`src/rtl/aes_core_arbiter.sv`:
```
// aes_core_arbiter: round-robin sharing of one byte-serial AES-128 core between two clients
module aes_core_arbiter #(
  parameter int TIMEOUT = 1023,
  parameter int CNT_W   = 10
) (
  input  logic         clk,
  input  logic         rst,
  input  logic         req0,
  input  logic [127:0] key0,
  input  logic [127:0] msg0,
  input  logic         req1,
  input  logic [127:0] key1,
  input  logic [127:0] msg1,
  output logic         gnt0,
  output logic         gnt1,
  output logic         done0,
  output logic         done1,
  output logic [127:0] result,
  output logic         err,
  output logic         core_rst,
  output logic [7:0]   core_key,
  output logic [7:0]   core_msg,
  input  logic [127:0] core_result,
  input  logic         core_done
);
  typedef enum logic [1:0] {IDLE, LOAD, RUN} state_t;
  state_t       state_q, state_d;
  logic         last_q, last_d, sel_q, sel_d;
  logic [127:0] key_sh_q, key_sh_d, msg_sh_q, msg_sh_d;
  logic [3:0]   byte_q, byte_d;
  logic [CNT_W-1:0] cnt_q, cnt_d;
  logic         gnt0_q, gnt0_d, gnt1_q, gnt1_d, done0_q, done0_d, done1_q, done1_d;
  logic [127:0] result_q, result_d;
  logic         err_q, err_d, core_rst_q, core_rst_d;
  logic [7:0]   core_key_q, core_key_d, core_msg_q, core_msg_d;
  logic         win, pick;
  logic [127:0] key_in, msg_in;
  // on a tie the client that did not win last time is picked
  assign win    = req0 | req1;
  assign pick   = (req0 & req1) ? ~last_q : req1;
  assign key_in = pick ? key1 : key0;
  assign msg_in = pick ? msg1 : msg0;
  always_comb begin
    state_d    = state_q;
    last_d     = last_q;
    sel_d      = sel_q;
    key_sh_d   = key_sh_q;
    msg_sh_d   = msg_sh_q;
    byte_d     = byte_q;
    cnt_d      = cnt_q;
    gnt0_d     = 1'b0;
    gnt1_d     = 1'b0;
    done0_d    = 1'b0;
    done1_d    = 1'b0;
    result_d   = result_q;
    err_d      = err_q;
    core_rst_d = core_rst_q;
    core_key_d = 8'h00;
    core_msg_d = 8'h00;
    case (state_q)
      IDLE: begin
        core_rst_d = ~win;
        if (win) begin
          sel_d      = pick;
          last_d     = pick;
          gnt0_d     = ~pick;
          gnt1_d     = pick;
          core_key_d = key_in[127:120];
          core_msg_d = msg_in[127:120];
          key_sh_d   = {key_in[119:0], 8'h00};
          msg_sh_d   = {msg_in[119:0], 8'h00};
          byte_d     = 4'd0;
          state_d    = LOAD;
        end
      end
      LOAD: begin
        if (byte_q == 4'd15) begin
          cnt_d   = '0;
          state_d = RUN;
        end else begin
          core_key_d = key_sh_q[127:120];
          core_msg_d = msg_sh_q[127:120];
          key_sh_d   = key_sh_q << 8;
          msg_sh_d   = msg_sh_q << 8;
          byte_d     = byte_q + 4'd1;
        end
      end
      RUN: begin
        cnt_d = cnt_q + 1'b1;
        if (core_done || cnt_q == CNT_W'(TIMEOUT)) begin
          done0_d    = ~sel_q;
          done1_d    = sel_q;
          err_d      = ~core_done;
          result_d   = core_done ? core_result : result_q;
          core_rst_d = 1'b1;
          state_d    = IDLE;
        end
      end
      default: state_d = IDLE;
    endcase
  end
  always_ff @(posedge clk) begin
    if (rst) begin
      state_q    <= IDLE;
      last_q     <= 1'b1;
      sel_q      <= 1'b0;
      key_sh_q   <= '0;
      msg_sh_q   <= '0;
      byte_q     <= '0;
      cnt_q      <= '0;
      gnt0_q     <= 1'b0;
      gnt1_q     <= 1'b0;
      done0_q    <= 1'b0;
      done1_q    <= 1'b0;
      result_q   <= '0;
      err_q      <= 1'b0;
      core_rst_q <= 1'b1;
      core_key_q <= '0;
      core_msg_q <= '0;
    end else begin
      state_q    <= state_d;
      last_q     <= last_d;
      sel_q      <= sel_d;
      key_sh_q   <= key_sh_d;
      msg_sh_q   <= msg_sh_d;
      byte_q     <= byte_d;
      cnt_q      <= cnt_d;
      gnt0_q     <= gnt0_d;
      gnt1_q     <= gnt1_d;
      done0_q    <= done0_d;
      done1_q    <= done1_d;
      result_q   <= result_d;
      err_q      <= err_d;
      core_rst_q <= core_rst_d;
      core_key_q <= core_key_d;
      core_msg_q <= core_msg_d;
    end
  end
  assign gnt0     = gnt0_q;
  assign gnt1     = gnt1_q;
  assign done0    = done0_q;
  assign done1    = done1_q;
  assign result   = result_q;
  assign err      = err_q;
  assign core_rst = core_rst_q;
  assign core_key = core_key_q;
  assign core_msg = core_msg_q;
endmodule

```
`config.mk`:
```
export PLATFORM = sky130hd
export DESIGN_NAME = aes_core_arbiter
export DESIGN_NICKNAME = d
export VERILOG_FILES = /design/src/rtl/aes_core_arbiter.sv
export SDC_FILE = /design/constraint.sdc
export NUM_CORES = 1
export LEC_CHECK = 0
export ABC_AREA = 1
export CAP_MARGIN = 20
export CORE_AREA = 10 10 303 305
export DETAILED_ROUTE_END_ITERATION = 10
export DIE_AREA = 0 0 313 315
export PLACE_DENSITY_LB_ADDON = 0.3
export REMOVE_ABC_BUFFERS = 1
export SETUP_SLACK_MARGIN = 0.02
export SYNTH_ARGS = -nofsm -noshare
export SYNTH_HDL_FRONTEND = slang
export SYNTH_SLANG_ARGS = --single-unit
```
`constraint.sdc`:
```
create_clock -name clk -period 1.9 [get_ports clk]
set_input_delay 0.475 -clock clk [delete_from_list [all_inputs] [get_ports clk]]
set_output_delay 0.475 -clock clk [all_outputs]
set_load 0.02 [all_outputs]
```
* Word level (Yosys, flattened, before mapping) *
Index checks and enable logic that the tools add are counted.

cells by class
  $add $sub $neg = 2
  $mul = 0
  div/mod/pow operators = 0
  order comparisons = 0
  equal/unequal tests = 8
  shift operators = 0
  mux-type cells = 26
  bitwise gates (word level) = 10
  reductions and logical operators = 14

operator list
  cell                   number
  $mux 128               6
  $pmux 128 s2           2
  $mux 8                 4
  $pmux 8 s2             2
  $pmux 10 s2            1
  $add 10x1->10 const B  1
  $eq 10x10->1 const B   1
  $mux 10                1
  $reduce_and 3->1       3
  $mux 4                 2
  $ne 2x2->1 const B     4
  $not 1->1              8
  $pmux 4 s2             1
  $reduce_and 2->1       4
  $mux 2                 3
  $pmux 2 s3             1
  $reduce_bool 2->1      3
  $reduce_or 3->1        2
  $add 4x1->4 const B    1
  $eq 4x4->1 const B     1
  $eq 2x1->1 const B     1
  $eq 2x2->1 const B     1
  $logic_not 2->1        1
  $mux 1                 2
  4 further kinds        4

word-level totals
  register bits = 424
  bits in latches = 0
  memory bits (writable) = 0
  ROM bits = 0
  input port bits = 645
  output and inout port bits = 150
  word-level logic and storage cells = 76
  memories = 0

* Logic depth before layout (Yosys ltp) *
  word-level depth = 5
  depth in mapped cells = 11
  depth with buffers taken out = 9

* Worst setup path after synthesis *
No wires, ideal clock.

  kind = reg-to-reg
  start = reg byte_q[0]
  end = reg byte_q[2]
  setup time = 0.116 ns
  arrival = 1.373 ns
  data required time = 1.784 ns
  path slack = 0.412 ns
  cell stages (with the launch flop) = 10
  buffers on the path = 3
  clock period less this slack = 1.488 ns
  cell sequence = dfxtp_1 -> ha_1 -> nand3_1 -> nand2_2 -> nand2_2 -> buf_4 -> buf_6 -> buf_4 -> a21oi_1 -> nor2_1

on the way
  cells in the longest elaborated chain, start to end = 3
  elaborated cells between the ends (all ways) = 6
  those cells by class = add/sub (1); eq/ne (2); mux (2); reduce/logical (1)

ends and longest elaborated chain
  item                                                   RTL line  RTL
  start: declaration                                     30        logic [3:0] byte_q, byte_d;
  start signal: assignment                               126       byte_q <= byte_d;
  $add 4x1->4 / $eq 4x4->1 (equally long branches)       85, 77
  $mux 4 / $ne 2x2->1 (equally long branches)            -
  $pmux 4 s2 / $reduce_and 3->1 (equally long branches)  -

Parallel ways exist; a longest one is shown, timed or not. The select of a mux whose other input is x is not followed.
A chain may end at the register's enable or synchronous reset.

* Final worst setup path *
  start = reg result_q[10], in the netlist result[10]
  end = out result[10]

RTL lines
  item                      RTL line  RTL
  start: declaration        33        logic [127:0] result_q, result_d;
  start signal: assignment  132       result_q <= result_d;
  end: declaration          18        output logic [127:0] result,

No word-level cell between the ends.

==> out/metrics.cfg <==
[clock_network]
cts_made_buffers = 51
holdBufCountCts = 0
clk_pin_slew_ps = 60
root_buffer = clkbuf_16
h-tree-depth = 2
cts_max_path_buffers = 3
clock_latency_ps = 590
tritoncts = yes
clock-sinks = 408

[logic_synthesis]
synth_area_um2 = 21130
yosysMostFrequentCell = nand2_1
async_flop_share_pct = 0
yosys_warnings = 0
synthCells = 3504
yosys-top-cells-area = dfxtp_1 39%, nand2_1 29%, inv_1 7.9%, nand3_1 5.5%, a21oi_1 4.6%
ys_ff_latch = 408
synth_common_cells = 1,615 x nand2_1, 444 x inv_1, 408 x dfxtp_1
synth-edff-count = 0
ys_seq_area_share_pct = 38.65
yosysUniqueCellTypes = 24
synth_top_cell_by_area = dfxtp_1
yosysTopAreaCellShare_pct = 38.65
synth_area_per_cell_um2 = 6.030
ys.flop_type = dfxtp_1

[route]
wire_per_inst_um = 16.72
first_pass_iters = 6
wl_mm = 91.76
drc = 0
ant_nets = 0
drt_iter0_drc = 1607
viasPerCell = 4.284
vias = 23504

[job]
maxCapViolCount = 0

[global_routing]
met1_usage_pct = 21.32
grt_pass1_wl_mm = 135.8
grt_max_degree = 102
grtUsageMet3_pct = 3.536
grt.met2_usage_pct = 30.71
antenna_found_initial = 11
grt_pass1_vias = 22602
grt_overflow = 0
top_usage_layer = met2
track_usage_pct = 17.38

[critical_path]
crit_path_max_incr_delay_ps = 430
worstPathArrival_ps = 1360
critPathKind = register to primary output
path_delay_family = buffers and inverters
critPathMaxFanout = 2
end_kind = primary output
crit_required_ps = 1420
worst-path-buf-inv = 1
critPathLaunchType = register
cp_cell_sequence = dlygate4sd2_1
cpMaxStageDelayCell = dlygate4sd2_1

[sta]
grt_setup_unrepaired = yes
fmax_mhz = 544.7
period_share_pct = 96.62
slew_headroom_pct = 62.76
drv_slew = 0
finClkSkew_ps = 19.96
whs_ps = 281.9
hold_violations = 0
tightest_slew_ps = 558.6
setup_viol_count_final = 0
fin_crit_ps = 1836
fin_ws_ps = 64.15

[die]
initial_utilization_pct = 24.59
rows = 108
die_w_um = 313
die_y_um = 315
die_area_um2 = 98600
coreArea_um2 = 85940
ios = 795

[placed_design]
gp_congestion = 0.8530
place_area_um2 = 31330
placedCellCount = 5388
portBuffers = 794
post-place-ws_ps = -335.4
dpl.hpwl_mm = 70.14

[finish]
fillers = 9371
finalNetCount = 4935
instances_no_fill = 5487
design_area_um2 = 32870
drive_gt1_share_pct = 6.963
area_delta_synth_final_pct = 55.54
fin_util_pct = 38.24

[run_status]
outcome = completed

[power]
cellLeakagePower_nw = 16.83
ir_drop_mv = 0.5632
powerDensity_nw_per_um2 = 843.8

[worst_hold_path]
worstHoldPathType = input pin to register

## timing repair
action,in CTS,in global routing
resized for setup,152,11
setup endpoints to repair,150,25
setup buffers,0,1
cloned,0,1
## power by group
| group | total (mW) | switching [mW] | internal (mW) |
|---|---|---|---|
| combinational | 7.91 | 4.29 | 3.62 |
| sequential | 10.1 | 0.511 | 9.62 |
| clock | 9.70 | 3.94 | 5.76 |
| total | 27.7 | 8.74 | 19.0 |
## cells by family after synthesis
logic type	count (synthesis)	synth area share, %
AO/OA/AOI/OAI	447	11.01
adder cells (fa/ha/maj)	2	0.1184
buffers and inverters	686	13.52
flip-flops	408	38.65
AND/OR/NAND/NOR	1961	36.69
## routing by layer
metal | vias to the layer above | wire length, um
met4 | 4 | 1693
met5 | - | 23
met3 | 94 | 5244
met1 | 10576 | 38780
li1 | 12228 | -
met2 | 602 | 46010
## cell usage in the layout, fill, tap and decap left out, types with 84 or more instances in the layout
cell	n
inv_1	443
o21ai_0	134
dfxtp_1	407
dlygate4sd2_1	145
clkdlybuf4s50_1	643
nand2_1	1613
nand3_1	231
a21oi_1	194
o21ai_1	84
buf_4	118
## stage by stage
| stage | setup TNS, ps | total power, mW |
|---|---|---|
| finish | 0 | 27.73 |
| detailed placement | -63490 | 18.31 |
| global route | 0 | 29.43 |
| floorplan | -1699640 | 14.36 |
| global placement | -57330 | 18.26 |
| CTS | 0 | 28.07 |
## final cells by class
type	instances	area (um^2)	area share, %
Multi-Input combinational cell	2410	10150	30.88
Timing Repair Buffer	965	9712	29.55
Sequential cell	408	8169	24.86
Inverter	452	1720	5.235
Clock buffer	72	1466	4.462
Tap cell	1155	1445	4.397
Clock inverter	16	182.7	0.5558
Antenna cell	9	22.52	0.06853
## sequential cells by signal, indices dropped and copies added (netlist names), 2 cells and up
register  cells
key_sh_q    120
result      128
byte_q        4
core_key      8
state_q       2
core_msg      8
msg_sh_q    120
cnt_q        10
## path summary, 6_finish.rpt
path / from / end / slack (ps) / depth (start not counted)
setup / recovery: result[10] / result[10] / 60 / 1
hold / removal: rst / core_rst / 280 / 3
setup reg to reg: state_q[1] / key_sh_q[116] / 150 / 9
hold reg to reg: sel_q / done0 / 420 / 1
No activity file was read; power rests on OpenSTA's default activity.
